[config.mk]
export PLATFORM = sky130hd
export DESIGN_NAME = uart_tx
export DESIGN_NICKNAME = d
export VERILOG_FILES = /design/src/rtl/uart_tx.sv
export SDC_FILE = /design/constraint.sdc
export NUM_CORES = 1
export LEC_CHECK = 0
export CORE_MARGIN = 2
export CORE_UTILIZATION = 55
export CTS_BUF_LIST = sky130_fd_sc_hd__clkbuf_4 sky130_fd_sc_hd__clkbuf_8 sky130_fd_sc_hd__clkbuf_16
export DETAILED_ROUTE_END_ITERATION = 16
export PLACE_DENSITY = 0.82
export RECOVER_POWER = 50
export SYNTH_ARGS = -nofsm -noshare
export SYNTH_HDL_FRONTEND = slang
export SYNTH_SLANG_ARGS = --single-unit
export TNS_END_PERCENT = 30
[constraint.sdc]
create_clock -name clk -period 4 [get_ports clk]
set_input_delay 0.8 -clock clk [delete_from_list [all_inputs] [get_ports clk]]
set_output_delay 0.8 -clock clk [all_outputs]
set_load 0.01 [all_outputs]
[src/rtl/uart_tx.sv]
// UART transmitter: takes a byte over valid/ready and shifts it out LSB-first as
// start, data, optional parity and stop bits, one bit per rising edge of UART_clk.
module uart_tx #(
  parameter int DATA_BITS  = 8,
  parameter int PARITY_EN  = 0,
  parameter int PARITY_ODD = 0,
  parameter int STOP_BITS  = 1
) (
  input  logic                 clk,
  input  logic                 rst,
  input  logic                 UART_clk,
  input  logic [DATA_BITS-1:0] tx_data,
  input  logic                 tx_valid,
  output logic                 tx_ready,
  output logic                 tx,
  output logic                 tx_busy,
  output logic                 tx_done
);

  typedef enum logic [2:0] {
    S_IDLE,
    S_SYNC,
    S_START,
    S_DATA,
    S_PARITY,
    S_STOP
  } state_t;

  // DATA_BITS >= 5 always exceeds STOP_BITS, so one counter serves both phases.
  localparam int CNT_W = $clog2(DATA_BITS);
  localparam logic [CNT_W-1:0] LAST_DATA = CNT_W'(DATA_BITS - 1);
  localparam logic [CNT_W-1:0] LAST_STOP = CNT_W'(STOP_BITS - 1);

  state_t               r_state, w_state_nxt;
  logic [DATA_BITS-1:0] r_shift, w_shift_nxt;
  logic [CNT_W-1:0]     r_cnt,   w_cnt_nxt;
  logic                 r_par,   w_par_nxt;
  logic                 r_tx,    w_tx_nxt;
  logic                 r_done,  w_done_nxt;
  logic                 r_uart_clk_q;
  logic                 w_tick;

  // Delay register resets high so a UART_clk already high at reset release is not a tick.
  assign w_tick = UART_clk & ~r_uart_clk_q;

  // NOTE: state registers use non-blocking assignments so every flop samples pre-edge values.
  always_ff @(posedge clk) begin
    if (rst) begin
      r_uart_clk_q <= 1'b1;
      r_state      <= S_IDLE;
      r_shift      <= '0;
      r_cnt        <= '0;
      r_par        <= 1'b0;
      r_tx         <= 1'b1;
      r_done       <= 1'b0;
    end else begin
      r_uart_clk_q <= UART_clk;
      r_state      <= w_state_nxt;
      r_shift      <= w_shift_nxt;
      r_cnt        <= w_cnt_nxt;
      r_par        <= w_par_nxt;
      r_tx         <= w_tx_nxt;
      r_done       <= w_done_nxt;
    end
  end

  always_comb begin
    // NOTE: every output of this block gets a default first, so no path can infer a latch.
    w_state_nxt = r_state;
    w_shift_nxt = r_shift;
    w_cnt_nxt   = r_cnt;
    w_par_nxt   = r_par;
    w_tx_nxt    = r_tx;
    w_done_nxt  = 1'b0;
    case (r_state)
      S_IDLE: begin
        w_tx_nxt = 1'b1;
        if (tx_valid) begin
          w_shift_nxt = tx_data;
          w_par_nxt   = (PARITY_ODD != 0) ? ~^tx_data : ^tx_data;
          w_state_nxt = S_SYNC;
        end
      end
      S_SYNC: if (w_tick) begin
        w_state_nxt = S_START;
        w_tx_nxt    = 1'b0;
      end
      S_START: if (w_tick) begin
        w_state_nxt = S_DATA;
        w_tx_nxt    = r_shift[0];
        w_cnt_nxt   = '0;
      end
      S_DATA: if (w_tick) begin
        if (r_cnt != LAST_DATA) begin
          w_shift_nxt = r_shift >> 1;
          w_tx_nxt    = r_shift[1];
          w_cnt_nxt   = r_cnt + CNT_W'(1);
        end else if (PARITY_EN != 0) begin
          w_state_nxt = S_PARITY;
          w_tx_nxt    = r_par;
        end else begin
          w_state_nxt = S_STOP;
          w_tx_nxt    = 1'b1;
          w_cnt_nxt   = '0;
        end
      end
      S_PARITY: if (w_tick) begin
        w_state_nxt = S_STOP;
        w_tx_nxt    = 1'b1;
        w_cnt_nxt   = '0;
      end
      S_STOP: if (w_tick) begin
        if (r_cnt != LAST_STOP) begin
          w_cnt_nxt = r_cnt + CNT_W'(1);
        end else begin
          w_state_nxt = S_IDLE;
          w_done_nxt  = 1'b1;
        end
      end
      default: w_state_nxt = S_IDLE;
    endcase
  end

  assign tx       = r_tx;
  assign tx_done  = r_done;
  assign tx_ready = (r_state == S_IDLE);
  assign tx_busy  = (r_state != S_IDLE);

endmodule

==> impl_metrics.json, run 1 <==
{
  "drv_cap": 0,
  "cp_slowest_cell": "dfxtp_1",
  "clk_latency_ns": 0.29,
  "synthTopCellsByArea": "dfxtp_1, nand3_1, nand2_1",
  "finalHoldViolations": 0,
  "gp_congestion": 0.852,
  "clkPwrFrac": 0.275,
  "fp.dieW_um": 45.4,
  "wirelength_um": 1730,
  "rsz0062_at_grt": "false",
  "cts_buffer_depth": 2,
  "die_area_um2": 2060,
  "dpl.hpwl_um": 1220,
  "clk_pin_slew_ns": 0.10,
  "final_layout_size_suffix_gt1_frac": 0.101,
  "ys_ff_latch": 17,
  "grt_overflow_total": 0,
  "syn_inst": 108,
  "arrival_ns": 1.86,
  "avgRoutedWirePerCell_um": 12.8,
  "syn_area_um2": 942,
  "yosys.area.top_type": "dfxtp_1",
  "area_growth_pct": 14.5,
  "worst_ep_required_time_ns": 3.20,
  "routed_via_density": 5.97,
  "synth_nets": 123,
  "synth.distinct_cells": 36,
  "tightest_slew_ns": 0.698,
  "cp_max_fo": 18,
  "io_buffer_count": 15,
  "fp.dieH_um": 45.4,
  "grt_pass1_vias": 710,
  "std_cell_rows": 14,
  "io_pins": 16,
  "antenna_cells": 0,
  "nets": 135,
  "first_iter_violations": 24,
  "max_freq_mhz": 376,
  "setup_viol": 0,
  "start_kind": "flip-flop",
  "cp_slowest_stage_delay_ns": 0.75,
  "drv_slew": 0,
  "vias": 806,
  "powerDensity_nw_per_um2": 310,
  "seq_area_frac_synth": 0.361,
  "clock-sinks": 17,
  "drcViolationCount": 0,
  "relSlewSlack": 0.534,
  "p_total_w": 0.000334,
  "p_leak_nw": 0.427,
  "pwr-share-comb": 0.161,
  "num-fill-cells": 125,
  "first_pass_iters": 4,
  "synth.avg_cell_area_um2": 8.72,
  "antenna_found_initial": 0,
  "fin_crit_sh": 0.665,
  "grt.total_usage": 0.201,
  "cts_tree": "built",
  "ctsResizeCount": 0,
  "status": "complete, no violations",
  "synth_top_area_share": 0.361,
  "core_area_um2": 1560,
  "hold_path.class": "flip-flop to flip-flop",
  "grt_pass1_wl_um": 3020,
  "grt_max_degree": 19,
  "critical_path_class": "flip-flop to output port",
  "postCtsSetupBuffers": 0,
  "ir_drop_mv": 0.262,
  "synth_warnings": 0,
  "cts_root_buffer": "clkbuf_4",
  "r2r_slack_ns": 1.98,
  "clock_skew_ns": 0.00762,
  "cts_made_buffers": 3,
  "p_int_w": 0.000245,
  "finalSetupTns_ns": 0,
  "seqPwrFrac": 0.564,
  "cp_cell_sequence": "nor2_1, nand2_1, clkdlybuf4s50_1",
  "htreeDepth": 1,
  "period_needed_ns": 2.66,
  "swShare": 0.266,
  "ant_nets": 0,
  "cts_hold_buffers": 0,
  "endpoint_kind": "output port",
  "start_util": 0.604,
  "p_sw_w": 0.0000890
}
-- cell type report --
| type | count | area [um2] | share of cell area |
|---|---|---|---|
| multi-input combinational | 78 | 522 | 0.484 |
| clock inverter | 1 | 5.00 | 0.00464 |
| inverter | 5 | 18.8 | 0.0174 |
| clock buffer | 3 | 22.5 | 0.0209 |
| timing repair buffer | 15 | 150 | 0.139 |
| sequential | 17 | 340 | 0.316 |
| tap | 16 | 20.0 | 0.0186 |
-- sequential cells by signal, summed over array words and instances (netlist names) --
name,cells
r_shift,8
r_uart_clk_q,1
r_cnt,3
tx_done,1
r_state,3
tx,1
-- metrics by stage --
step / area (um2) / utilization / hold slack [ns] / std cells / worst slack [ns]
after global routing: 1080 / 0.692 / 0.523 / 135 / 1.19
final: 1080 / 0.692 / 0.497 / 135 / 1.34
after CTS: 1080 / 0.692 / 0.498 / 135 / 1.35
after detailed placement: 1050 / 0.674 / 0.478 / 131 / 1.68
after global placement: 1050 / 0.674 / 0.461 / 131 / 1.71
after floorplan: 942 / - / 0.445 / 108 / 2.27
-- metal layers --
| metal | share of wire | vias to the layer above | global-route usage |
|---|---|---|---|
| li1 | - | 414 | - |
| met1 | 0.50 | 367 | 0.285 |
| met2 | 0.45 | 23 | 0.296 |
| met3 | 0.046 | 2 | 0.0238 |
| met4 | 0.0058 | 0 | 0.106 |
| met5 | 0 | - | 0 |
-- power groups by stage --
stage               sequential [W]  clock (W)  combinational [W]
floorplan                 0.000187          0          0.0000427
global route              0.000191   0.000100          0.0000601
CTS                       0.000189  0.0000945          0.0000549
finish                    0.000189  0.0000918          0.0000540
detailed placement        0.000193          0          0.0000546
global placement          0.000192          0          0.0000531
-- logic make-up after synthesis --
group,Yosys count,synth area share
xor+xnor,1,0.00930
simple gates,48,0.272
mux,2,0.0226
compound gates,24,0.210
buf+inv,13,0.0850
flops,17,0.361
fa+ha+maj,3,0.0398
-- Yosys cell counts (all sizes together) --
master,number
dfxtp,17
nand2,12
nand3,10
nor2,9
a311oi,7
a21oi,6
buf,5
inv,5
nor3,5
nand2b,4
clkbuf,3
ha,3
and2b,2
nor2b,2
nor4b,2
o21ai,2
a211o,1
a211oi,1
a22o,1
a22oi,1
a31oi,1
a41o,1
mux2,1
mux2i,1
nand4,1
o211ai,1
o22ai,1
o311a,1
or2,1
xor2,1
-- critical path: cells and delay by family, from the launching register on --
family / cells / cell delay, ns
and+or+nand+nor: 2 / 0.29
DFF: 1 / 0.75
buffers and inverters: 1 / 0.53
-- cells in the final DEF (no fill, tap or decap), drive strengths merged, types with 3 or more instances in the layout --
cell type / n
clkdlybuf4s50: 11
nor3: 5
inv: 5
nand2b: 4
nand3: 10
clkbuf: 3
nor2: 9
dfxtp: 17
ha: 3
dlygate4sd3: 4
nand2: 12
a21oi: 6
a311oi: 7
-- final timing paths --
| path | from | end | cells past startpoint |
|---|---|---|---|
| min | tx$_SDFFE_PP1P_ | tx$_SDFFE_PP1P_ | 2 |
| min reg2reg | tx$_SDFFE_PP1P_ | tx$_SDFFE_PP1P_ | 2 |
| max reg2reg | r_state[1]$_SDFFE_PP0P_ | r_cnt[0]$_SDFFE_PP0P_ | 4 |
| max | r_state[0]$_SDFFE_PP0P_ | tx_busy | 3 |
(Power assumes the default switching activity.)
==> inputs of run 2 (changes only) <==
CORE_UTILIZATION = 51   (was 55)
PLACE_DENSITY = 0.77   (was 0.82)
clock period = 2.5 ns   (was 4 ns; I/O delays follow)
==> impl_metrics.json, run 2 (synthesis gave the netlist of run 1 again) <==
{
  "finalSetupTns_ns": 0,
  "antenna_found_initial": 0,
  "relSlewSlack": 0.612,
  "tightest_slew_ns": 0.583,
  "grt_overflow_total": 0,
  "clk_latency_ns": 0.28,
  "start_kind": "flip-flop",
  "die_area_um2": 2210,
  "worst_ep_required_time_ns": 2.00,
  "cts_root_buffer": "clkbuf_4",
  "first_pass_iters": 4,
  "setup_viol": 0,
  "reg2reg_depth": 6,
  "ant_nets": 0,
  "p_int_w": 0.000409,
  "nets": 139,
  "clkPwrFrac": 0.286,
  "final_common_cell": "dfxtp_1",
  "p_sw_w": 0.000141,
  "vias": 815,
  "clk_pin_slew_ns": 0.09,
  "seqPwrFrac": 0.535,
  "powerDensity_nw_per_um2": 493,
  "arrival_ns": 1.73,
  "htreeDepth": 1,
  "postCtsSetupBuffers": 0,
  "dpl.hpwl_um": 1340,
  "first_iter_violations": 11,
  "avgRoutedWirePerCell_um": 12.6,
  "status": "complete, no violations",
  "clock-sinks": 17,
  "holdPathEnd": "r_shift[7]$_SDFFE_PP0P_",
  "io_buffer_count": 15,
  "grt_pass1_wl_um": 3040,
  "r2r_slack_ns": 0.41,
  "endpoint_kind": "output port",
  "start_util": 0.546,
  "cts_buffer_depth": 2,
  "hold_depth": 2,
  "ctsResizeCount": 0,
  "drv_cap": 0,
  "area_growth_pct": 18.3,
  "r2r-end": "r_cnt[0]$_SDFFE_PP0P_",
  "std_cell_rows": 15,
  "swShare": 0.256,
  "worstHoldStart": "r_shift[7]$_SDFFE_PP0P_",
  "final_layout_size_suffix_gt1_frac": 0.114,
  "pwr-share-comb": 0.179,
  "grt.total_usage": 0.193,
  "largest_reg_flops": 8,
  "io_pins": 16,
  "antenna_cells": 0,
  "routed_via_density": 5.51,
  "gp_congestion": 0.872,
  "cp_max_fo": 11,
  "clock_skew_ns": 0.00673,
  "p_leak_nw": 0.440,
  "grt_pass1_vias": 729,
  "drv_slew": 0,
  "wirelength_um": 1860,
  "grt_max_degree": 18,
  "finalHoldViolations": 0,
  "reg_top3": "r_shift (8), r_cnt (3), r_state (3)",
  "rsz0062_at_grt": "false",
  "fp.dieH_um": 47.0,
  "max_freq_mhz": 449,
  "critical_path_class": "flip-flop to output port",
  "core_area_um2": 1730,
  "cts_hold_buffers": 0,
  "r2r-start": "r_state[1]$_SDFFE_PP0P_",
  "top_register": "r_shift",
  "dpl_cell_area_um2": 1090,
  "drcViolationCount": 0,
  "fin_crit_sh": 0.891,
  "fp.dieW_um": 47.0,
  "cts_tree": "built",
  "cts_made_buffers": 3,
  "period_needed_ns": 2.23,
  "final_area_um2": 1110,
  "final_cell_mix": "dfxtp_1, nand2_1, clkdlybuf4s50_1",
  "hold_path.class": "flip-flop to flip-flop",
  "ir_drop_mv": 0.379
}
## run 2: per-stage QoR
step / power (W) / util / hold WS (ns) / instances / setup slack [ns]
6_report: 0.000550 / 0.646 / 0.485 / 148 / 0.273
5_1_grt: 0.000575 / 0.646 / 0.509 / 148 / 0.169
3_5_place_dp: 0.000401 / 0.633 / 0.474 / 144 / 0.449
4_1_cts: 0.000555 / 0.650 / 0.489 / 148 / 0.271
3_3_place_gp: 0.000398 / 0.633 / 0.468 / 144 / 0.534
2_1_floorplan: 0.000368 / - / 0.445 / 108 / 0.874
## run 2: cell type report
class / instances / area (um2)
Inverter: 5 / 18.8
Timing Repair Buffer: 19 / 173
Tap cell: 25 / 31.3
Multi-Input combinational cell: 78 / 522
Fill cell: 169 / 612
Clock buffer: 4 / 30.0
Sequential cell: 17 / 340
## run 2: per-layer routing
layer	global-route usage	vias to the layer above	wire, um
li1	-	420	-
met1	0.243	377	829
met2	0.318	16	938
met3	0.0462	2	74
met4	0.0778	0	16
met5	0	-	0
## run 2: power groups by stage
stage / logic [W] / clock network [W] / registers (W)
floorplan: 0.0000683 / 0 / 0.000299
global placement: 0.0000976 / 0 / 0.000300
detailed placement: 0.000101 / 0 / 0.000301
CTS: 0.000101 / 0.000160 / 0.000294
global route: 0.000109 / 0.000170 / 0.000296
finish: 0.0000984 / 0.000157 / 0.000294
## run 2: worst max path at each step
stage	cells after the start	endpoint	from
floorplan	7	r_shift[4]$_SDFFE_PP0P_	r_cnt[0]$_SDFFE_PP0P_
global placement	5	r_shift[3]$_SDFFE_PP0P_	UART_clk
detailed placement	5	r_shift[3]$_SDFFE_PP0P_	UART_clk
CTS	3	tx_busy	r_state[2]$_SDFFE_PP0P_
global route	3	tx_busy	r_state[2]$_SDFFE_PP0P_
finish	3	tx_busy	r_state[2]$_SDFFE_PP0P_
## run 2: worst max-delay path, stage by stage (launching register included)
cell	delay, ns
dfxtp_1	0.60
inv_1	0.19
nand2_1	0.12
clkdlybuf4s50_1	0.54
==> inputs of run 3 (changes only) <==
SETUP_SLACK_MARGIN = 0.02   (was default)
==> results of run 3 <==
The final DEF is identical to that of run 2; final timing and power are the same.
